## src/rtl/lsu_seq.sv

```systemverilog
// Load/store sequencer: turns one scalar core request into one or two word-aligned
// memory transactions and returns byte-selected, extended load data.
module lsu_seq #(
    parameter bit          ALLOW_MISALIGNED = 1'b1,
    parameter int unsigned TIMEOUT          = 255
) (
    input  logic        clk,
    input  logic        rst_n,
    input  logic        reqValid,
    output logic        reqReady,
    input  logic        reqWrite,
    input  logic [1:0]  reqSize,
    input  logic        reqUnsigned,
    input  logic [31:0] reqAddr,
    input  logic [31:0] reqWdata,
    output logic        memReq,
    output logic [31:0] memAddr,
    output logic        memWe,
    output logic [3:0]  memWstrb,
    output logic [31:0] memWdata,
    input  logic        memGnt,
    input  logic        memRvalid,
    input  logic [31:0] memRdata,
    output logic        respValid,
    output logic        respErr,
    output logic [31:0] respData,
    output logic        busy
);

    localparam int unsigned AW = 32;
    localparam int unsigned DW = 32;
    localparam int unsigned CW = 8;

    typedef enum logic [2:0] {IDLE, REQ0, WAIT0, REQ1, WAIT1, RESP} state_t;

    state_t          state, state_n;
    logic [CW-1:0]   cnt, cnt_n;
    logic            l_write, l_uns;
    logic [1:0]      l_size;
    logic [AW-1:0]   l_addr;
    logic [DW-1:0]   l_wdata;
    logic [DW-1:0]   lo, lo_n;

    logic            accept_c;
    logic            tmo_c;
    logic            s_write;
    logic [1:0]      s_size;
    logic [AW-1:0]   s_addr;
    logic [DW-1:0]   s_wdata;
    logic [1:0]      off_c;
    logic [2:0]      nbytes_c;
    logic [7:0]      mask_c;
    logic            split_c;
    logic [7:0]      lane_strb_c;
    logic [2*DW-1:0] lane_data_c;
    logic [AW-1:0]   addr0_c, addr1_c;
    logic [2*DW-1:0] merge_c;
    logic [DW-1:0]   raw_c, ext_c;

    logic            mem_req_n, second_n, err_n;
    logic [AW-1:0]   addr_n;
    logic [3:0]      strb_n;
    logic [DW-1:0]   wdata_n, data_n;

    assign accept_c = (state == IDLE) && reqReady && reqValid;
    assign tmo_c    = (cnt == CW'(TIMEOUT - 1));

    // Request fields come straight from the port while idle, from the latch afterwards
    assign s_write = (state == IDLE) ? reqWrite : l_write;
    assign s_size  = (state == IDLE) ? reqSize  : l_size;
    assign s_addr  = (state == IDLE) ? reqAddr  : l_addr;
    assign s_wdata = (state == IDLE) ? reqWdata : l_wdata;
    assign off_c   = s_addr[1:0];

    always_comb begin
        nbytes_c = 3'd4;
        mask_c   = 8'h0F;
        unique case (s_size)
            2'b00: begin nbytes_c = 3'd1; mask_c = 8'h01; end
            2'b01: begin nbytes_c = 3'd2; mask_c = 8'h03; end
            default: begin nbytes_c = 3'd4; mask_c = 8'h0F; end
        endcase
    end

    assign split_c     = ({2'b00, off_c} + {1'b0, nbytes_c}) > 4'd4;
    assign lane_strb_c = mask_c << off_c;
    assign lane_data_c = {32'd0, s_wdata} << {off_c, 3'b000};
    assign addr0_c     = {s_addr[AW-1:2], 2'b00};
    assign addr1_c     = addr0_c + 32'd4;

    // Load merge: low word is held in lo, high word arrives on the port in WAIT1
    assign merge_c = (state == WAIT1) ? {memRdata, lo} : {32'd0, memRdata};
    assign raw_c   = DW'(merge_c >> {off_c, 3'b000});

    always_comb begin
        ext_c = raw_c;
        unique case (s_size)
            2'b00:   ext_c = l_uns ? {24'd0, raw_c[7:0]}  : {{24{raw_c[7]}}, raw_c[7:0]};
            2'b01:   ext_c = l_uns ? {16'd0, raw_c[15:0]} : {{16{raw_c[15]}}, raw_c[15:0]};
            default: ext_c = raw_c;
        endcase
    end

    // Next state plus next values of every registered output
    always_comb begin
        state_n = state;
        lo_n    = lo;
        err_n   = 1'b0;
        data_n  = '0;
        unique case (state)
            IDLE: begin
                if (accept_c) begin
                    if (split_c && !ALLOW_MISALIGNED) begin
                        state_n = RESP;
                        err_n   = 1'b1;
                    end else begin
                        state_n = REQ0;
                    end
                end
            end
            REQ0, REQ1: begin
                if (memGnt) begin
                    state_n = (state == REQ0) ? WAIT0 : WAIT1;
                end else if (tmo_c) begin
                    state_n = RESP;
                    err_n   = 1'b1;
                end
            end
            WAIT0: begin
                if (memRvalid) begin
                    lo_n = memRdata;
                    if (split_c) begin
                        state_n = REQ1;
                    end else begin
                        state_n = RESP;
                        data_n  = s_write ? '0 : ext_c;
                    end
                end else if (tmo_c) begin
                    state_n = RESP;
                    err_n   = 1'b1;
                end
            end
            WAIT1: begin
                if (memRvalid) begin
                    state_n = RESP;
                    data_n  = s_write ? '0 : ext_c;
                end else if (tmo_c) begin
                    state_n = RESP;
                    err_n   = 1'b1;
                end
            end
            RESP:    state_n = IDLE;
            default: state_n = IDLE;
        endcase

        if (state_n != state) begin
            cnt_n = '0;
        end else if (state inside {REQ0, WAIT0, REQ1, WAIT1}) begin
            cnt_n = cnt + CW'(1);
        end else begin
            cnt_n = '0;
        end

        mem_req_n = (state_n == REQ0) || (state_n == REQ1);
        second_n  = (state_n == REQ1);
        addr_n    = '0;
        strb_n    = '0;
        wdata_n   = '0;
        if (mem_req_n) begin
            addr_n  = second_n ? addr1_c : addr0_c;
            strb_n  = second_n ? lane_strb_c[7:4] : lane_strb_c[3:0];
            if (s_write) begin
                wdata_n = second_n ? lane_data_c[63:32] : lane_data_c[31:0];
            end
        end
    end

    always_ff @(posedge clk or negedge rst_n) begin
        if (!rst_n) begin
            state     <= IDLE;
            cnt       <= '0;
            l_write   <= 1'b0;
            l_uns     <= 1'b0;
            l_size    <= '0;
            l_addr    <= '0;
            l_wdata   <= '0;
            lo        <= '0;
            reqReady  <= 1'b0;
            memReq    <= 1'b0;
            memAddr   <= '0;
            memWe     <= 1'b0;
            memWstrb  <= '0;
            memWdata  <= '0;
            respValid <= 1'b0;
            respErr   <= 1'b0;
            respData  <= '0;
            busy      <= 1'b0;
        end else begin
            state <= state_n;
            cnt   <= cnt_n;
            lo    <= lo_n;
            if (accept_c) begin
                l_write <= reqWrite;
                l_uns   <= reqUnsigned;
                l_size  <= reqSize;
                l_addr  <= reqAddr;
                l_wdata <= reqWdata;
            end
            reqReady  <= (state_n == IDLE);
            memReq    <= mem_req_n;
            memAddr   <= addr_n;
            memWe     <= mem_req_n && s_write;
            memWstrb  <= strb_n;
            memWdata  <= wdata_n;
            respValid <= (state_n == RESP);
            respErr   <= err_n;
            respData  <= data_n;
            busy      <= (state_n != IDLE);
        end
    end

endmodule

```

## config.mk

```make
export PLATFORM = sky130hd
export DESIGN_NAME = lsu_seq
export DESIGN_NICKNAME = d
export VERILOG_FILES = /design/src/rtl/lsu_seq.sv
export SDC_FILE = /design/constraint.sdc
export NUM_CORES = 1
export LEC_CHECK = 0
export CORE_AREA = 5 5 161 163
export DETAILED_ROUTE_END_ITERATION = 7
export DIE_AREA = 0 0 166 168
export GPL_ROUTABILITY_DRIVEN = 0
export PLACE_DENSITY = 0.77
export SETUP_SLACK_MARGIN = 0.1
export SLEW_MARGIN = 20
export SYNTH_ARGS = -nofsm -noshare
export SYNTH_HDL_FRONTEND = slang
export SYNTH_SLANG_ARGS = --single-unit
```

## constraint.sdc

```tcl
create_clock -name clk -period 5.4 [get_ports clk]
set_clock_uncertainty 0.1 [all_clocks]
set_input_delay 0.81 -clock clk [delete_from_list [all_inputs] [get_ports clk]]
set_output_delay 0.81 -clock clk [all_outputs]
set_load 0.005 [all_outputs]
```

==> impl_results.md, run 1 <==
- Clk sink count: ~220
- Slowest-stage cell, CP: or3_4
- Status: finished, final reports clean
- Dominant cells by area after synthesis: dfrtp_1, nand2_1, mux2i_1
- DRT antenna net count: 0
- Pre-CTS setup slack: between 200 and 300 ps
- Initial core utilization: 0.495
- Number of synthesized flops with an enable pin: 0
- CP Capture Type: flop
- Top FF cell, synth: dfrtp_1
- Fmax: between 0.2 and 0.25 GHz
- Final setup viols: 0
- Crit start category: flop
- Share of cells above drive strength 1: 0.115
- Worst vdd ir: between 300 and 400 µV
- Pleak: ~6.6 nW
- Final wirelength: between 30000 and 40000 µm
- Root buffer cell: clkbuf_16
- Headroom to the max-slew limit: 0.304
- Slew Viols, Final: 0
- # rows: between 50 and 60
- Initial antenna violation count: 5
- Most used cell, CP: buf_4
- Routed vias: between 10000 and 15000
- Synth Cell Area: about 0.012 mm²
- Postcts setup bufs: 0
- H-tree levels: 1
- Setup TNS Final: 0 ps
- Async SR Flop Fraction: 1.00
- Total GRT Usage: 0.245
- Crit path cell chain: buf_4 -> or3_4 -> mux2i_1 -> nand2_1 -> buf_4 -> inv_1 -> ha_1 -> fa_1 -> nor2_1 -> o221ai_1 -> a21oi_1 -> or3_1 -> inv_2 -> nand2b_1 -> nor3_1
- Clk buf depth: 3
- Drc violations: 0
- IO Port Bufs: about 210
- Mean Syn Cell Area: 9.38 µm²
- First-pass GRT wire length: 56600 µm
- CTS Buf Count: 24
- Total Power: around 9.1 mW
- Core area: approximately 0.024 mm²
- TritonCTS clock tree: yes
- Top cell type's share of synthesized area: 0.450
- Resize count post-CTS: 0
- Required time of the critical path: around 5700 ps
- Synth Warn #: 0
- Final min period: around 4900 ps
- Max cap viols: 0
- Hold Crit Class: primary input to async pin
- Area Overhead vs Synth: 25.5%
- PwrDens: slightly above 600 mW/mm²
- Final worst slack: around 530 ps
- Yosys top cell by area: dfrtp_1
- Clock transition at the registers of the reported paths: around 60 ps
- Vias per inst: 5.87
- Fill cells: between 1500 and 2000
- Finished Layout Cells: ~1800
- Clock latency at the later pin of the worst-skew pair: ~530 ps
- Fin area: 0.0150 mm²
- Fin crit share: 0.902
- Vias in the first global route: 10300
- Worst R2R Start: state[2]$_DFF_PN0_
- Largest net degree at the start of global routing: around 120
- Seq/Total Area, Yosys: 0.450
- IO Pins: ~210
- Post-Synthesis Cells: about 1300
- Worst-margin pin slew: between 1000 and 1500 ps
- Die W: 166 µm
- Die height: 168 µm
- Worst Hold Slack: between 200 and 250 ps
- Drt pass-1 iters: 6
- Crit path buffers/inverters: 4
- Placed insts: 1739
- Slowest stage delay, CP: between 500 and 600 ps
- Count of cell types in the netlist: between 70 and 80
- Final #Nets: 1553
- Initial drt markers: 1290
- Crit-path max FO: 25
- DP Area: between 0.01 and 0.015 mm²
- Post-DP HPWL: roughly 24000 µm
- Post-CTS Hold Buffers: 0
- RSZ-0062 raised after global routing: false
- Crit path from: state[2]$_DFF_PN0_
- Final hold violation count: 0
- WS Path Type: flop to flop
- Delay-heaviest family, CP: simple AND/OR/NAND/NOR gates
- Die area: about 0.028 mm²
- WP data arrival: roughly 5200 ps
- Wire per inst: 19.7 µm
- Overflow left after global routing: 0
- Post-Route Utilization: 0.621
- FF+latch count, synth: about 220
-- logic make-up after synthesis --
family | share of synthesized area
mux | 0.148
simple gates | 0.211
compound gates | 0.128
buf+inv | 0.0411
xor+xnor | 0.0139
fa+ha+maj | 0.00795
other cells | 0.000313
flops | 0.450
-- placed cells by master (no fill, tap or decap), types with 5 or more instances in the layout --
| cell type | netlist | routed |
|---|---|---|
| or3_1 | 11 | 10 |
| clkbuf_16 | 0 | 24 |
| mux2i_1 | 92 | 92 |
| o21ai_0 | 15 | 15 |
| nor3_2 | 10 | 11 |
| a221oi_1 | 16 | 16 |
| a2111oi_0 | 12 | 12 |
| nand3_1 | 40 | 40 |
| inv_1 | 11 | 11 |
| a2111oi_2 | 5 | 5 |
| a31oi_1 | 9 | 9 |
| nor3_1 | 58 | 57 |
| nand2_1 | 250 | 250 |
| nor2b_1 | 16 | 16 |
| nor4_1 | 5 | 5 |
| buf_4 | 6 | 25 |
| dfrtp_1 | 215 | 215 |
| a21oi_1 | 69 | 69 |
| clkbuf_1 | 48 | 10 |
| xor2_1 | 15 | 15 |
| mux2_2 | 70 | 70 |
| ha_1 | 6 | 6 |
| nor2_1 | 97 | 96 |
| a211o_1 | 5 | 5 |
| nand4_1 | 13 | 13 |
| clkdlybuf4s50_1 | 0 | 207 |
| o211ai_1 | 8 | 8 |
| and3_1 | 20 | 19 |
| a211oi_1 | 32 | 32 |
| a21o_1 | 11 | 11 |
-- per-layer routing --
layer  vias to the layer above  wire, µm  GRT usage
met4                         8       978     0.0721
met3                        87      3210     0.0560
met1                      5009     15100      0.352
li1                       4864         -          -
met2                       498     15700      0.373
met5                         -        66          0
-- worst paths after layout --
check / endpoint / slack, ps / cells past startpoint
setup reg to reg: memWdata[6]$_DFF_PN0_ / 530 / 15
setup / recovery: memWdata[6]$_DFF_PN0_ / 530 / 15
hold / removal: respData[21]$_DFF_PN0_ / 220 / 1
hold reg to reg: lo[6]$_DFFE_PN0P_ / 370 / 2
min in group clk: lo[6]$_DFFE_PN0P_ / 370 / 2
max in group asynchronous: memAddr[12]$_DFF_PN0_ / 3940 / 2
-- sequential cells by signal, indices dropped and copies added, names as in the netlist --
register and flops:
lo 32, l_uns 1, respValid 1, l_addr 32, l_wdata 32, memWdata 32, respData 32, reqReady 1
l_write 1, busy 1, l_size 2, state 3, memReq 1, cnt 8, memWstrb 4, respErr 1
memWe 1, memAddr 30
-- synthesized netlist by cell type, types with 8 or more instances --
library cell	n
o211ai_1	8
buf_2	30
xor2_1	15
nor2b_1	16
nand2_1	250
a21oi_1	69
buf_1	10
a221oi_1	16
nor3_1	58
nand3_1	40
a2111oi_0	12
nand4_1	13
mux2i_1	92
dfrtp_1	215
nor2_1	97
clkbuf_1	48
o21ai_0	15
and3_1	20
mux2_2	70
a21o_1	11
inv_1	11
a211oi_1	32
a31oi_1	9
or3_1	11
nor3_2	10
-- power by group --
part           switching [mW]  internal (mW)
combinational            2.97           2.03
sequential              0.361           2.21
clock                   0.650          0.924
total                    3.98           5.17
-- final cells by class --
class | instances | area (µm²) | share of cell area
multi-input combinational | 951 | 6130 | 0.408
sequential | 215 | 5380 | 0.358
antenna | 1 | 2.50 | 0.000167
clock buffer | 38 | 693 | 0.0461
inverter | 15 | 56.3 | 0.00375
timing repair buffer | 234 | 2290 | 0.153
tap | 324 | 405 | 0.0270
clock inverter | 4 | 56.3 | 0.00375
(Power assumes the default switching activity.)
==> run 2, diff against run 1 <==
CORE_AREA = 4 4 160 162   (was 5 5 161 163)
CTS_CLUSTER_DIAMETER = 30   (was unset)
DIE_AREA = 0 0 164 166   (was 0 0 166 168)
DONT_BUFFER_PORTS = 1   (was unset)
PLACE_DENSITY = 0.65   (was 0.77)
==> impl_results.md, run 2 (synthesized netlist as in run 1, its figures left out) <==
- GR Util met3: 0.0903
- IO Port Bufs: 0
- Drt pass-1 iters: 5
- Initial antenna violation count: 0
- Total Power: approximately 10 mW
- Initial drt markers: just over 1000
- Share of cells above drive strength 1: 0.173
- Initial core utilization: 0.496
- Overflow left after global routing: 0
- Failing checks: hold timing
- Resize count post-CTS: 0
- Fin crit share: 0.925
- Final hold violation count: 215
- Max cap viols: 0
- WP data arrival: approximately 5300 ps
- TritonCTS clock tree: yes
- IO Pins: roughly 210
- Headroom to the max-slew limit: 0.287
- Pleak: 6.27 nW
- Antenna Cells: 0
- CTS Buf Count: 54
- Most common cell after layout, fill and taps aside: nand2_1
- Status: finished, violations left
- GRT Max-Usage Layer: met2
- Die area: approximately 0.027 mm²
- Switch Pwr: ~4.3 mW
- Vias per inst: approximately 6.0
- Final #Nets: 1370
- Internal: 6.01 mW
- H-tree levels: 2
- M1 GR Usage: 0.355
- CP Capture Type: flop
- Final setup viols: 0
- Sw Ratio: 0.414
- Combinational power share: 0.428
- Crit start category: flop
- DRT antenna net count: 0
- Drc violations: 0
- Fill cells: about 2100
- Clock transition at the registers of the reported paths: around 50 ps
- Multi-input logic area: between 0.006 and 0.007 mm²
- Clk buf depth: 3
- Largest net degree at the start of global routing: between 200 and 250
- Crit-path max FO: 31
- Core area: around 0.024 mm²
- Slew Viols, Final: 0
- Worst-margin pin slew: about 1100 ps
- Hold Crit Class: primary input to async pin
- Final worst slack: around 410 ps
- Clk sink count: around 220
- Wire per inst: about 22 µm
- Most frequent cells in the layout: nand2_1, dfrtp_1, nor2_1
- Total GRT Usage: 0.255
- Clk pwr share: 0.313
- # rows: 57
- Vias in the first global route: 9540
- Final min period: roughly 5000 ps
- Postcts setup bufs: 0
- GRT met2 Usage: 0.379
- Worst vdd ir: around 360 µV
- RSZ-0062 raised after global routing: false
- Final wirelength: around 35000 µm
- WS Path Type: flop to flop
- Register area: roughly 0.0054 mm²
- Setup TNS Final: 0 ps
- Die height: roughly 170 µm
- Die W: 164 µm
- Fmax: around 0.2 GHz
- Root buffer cell: clkbuf_16
- Post-DP HPWL: 23000 µm
- Clock latency at the later pin of the worst-skew pair: 550 ps
- Routed vias: slightly below 10000
- Required time of the critical path: 5740 ps
- Area Overhead vs Synth: 16.8%
- PwrDens: around 730 mW/mm²
- First-pass GRT wire length: roughly 56000 µm
- Pre-CTS setup slack: between 400 and 500 ps
- Sequential power share: 0.259
- Worst Hold Slack: -122 ps
[run 2: cell types whose count changed in the layout (fill, tap and decap cells not counted), sizes merged]
cell	change
clkdlybuf4s50	-207
clkinv	+13
clkinvlp	+13
inv	+4
buf	-6
clkbuf	+24
diode	-1
bufinv	+5
[run 2: critical path, stage by stage, from the launching register on]
cell and delay, ps:
dfrtp_1 360, buf_4 200, or3_4 380, mux2i_1 410, nand2_1 370, inv_1 170, ha_1 210, fa_1 450
nor2_1 140, o221ai_1 210, a31oi_4 580, and2_1 250, inv_2 230, or4_1 570, a211oi_1 250
[run 2: power by group through the flow]
| stage | clock network [mW] | registers, mW | logic (mW) |
|---|---|---|---|
| finish | 3.21 | 2.66 | 4.39 |
| global route | 3.35 | 2.74 | 4.81 |
| CTS | 3.25 | 2.67 | 4.37 |
| detailed placement | 0 | 2.68 | 4.34 |
| global placement | 0 | 2.67 | 4.29 |
| floorplan | 0 | 2.53 | 3.43 |
[run 2: per-stage QoR]
step	util	instance area, µm²	hold WS (ps)	std cells
4_1_cts	0.580	14000	-143	1627
2_1_floorplan	-	12000	345	1277
3_3_place_gp	0.503	12100	357	1526
5_1_grt	0.580	14000	-146	1627
6_report	0.580	14000	-122	1627
3_5_place_dp	0.503	12100	362	1526
[run 2: metal layers]
| layer | part of all wire | wire length, µm |
|---|---|---|
| met5 | 0 | 0 |
| met4 | 0.023 | 795 |
| met3 | 0.10 | 3620 |
| met2 | 0.45 | 15900 |
| met1 | 0.42 | 14900 |
[run 2: cell type report]
type	count	area share
Multi-Input combinational cell	951	0.439
Sequential cell	215	0.385
Clock buffer	62	0.102
Clock inverter	39	0.0297
Tap cell	324	0.0290
Timing Repair Buffer	21	0.0113
Inverter	15	0.00403
[run 2: worst paths after layout]
check | start | to | slack [ps] | cells past startpoint
max | state[0]$_DFF_PN0_ | memWstrb[3]$_DFF_PN0_ | 410 | 14
min | rst_n | memAddr[10]$_DFF_PN0_ | -120 | 0
max reg2reg | state[0]$_DFF_PN0_ | memWstrb[3]$_DFF_PN0_ | 410 | 14
min reg2reg | lo[16]$_DFFE_PN0P_ | lo[16]$_DFFE_PN0P_ | 370 | 2
max in group asynchronous | rst_n | lo[16]$_DFFE_PN0P_ | 4970 | 0
min in group clk | memRdata[25] | lo[25]$_DFFE_PN0P_ | 280 | 2
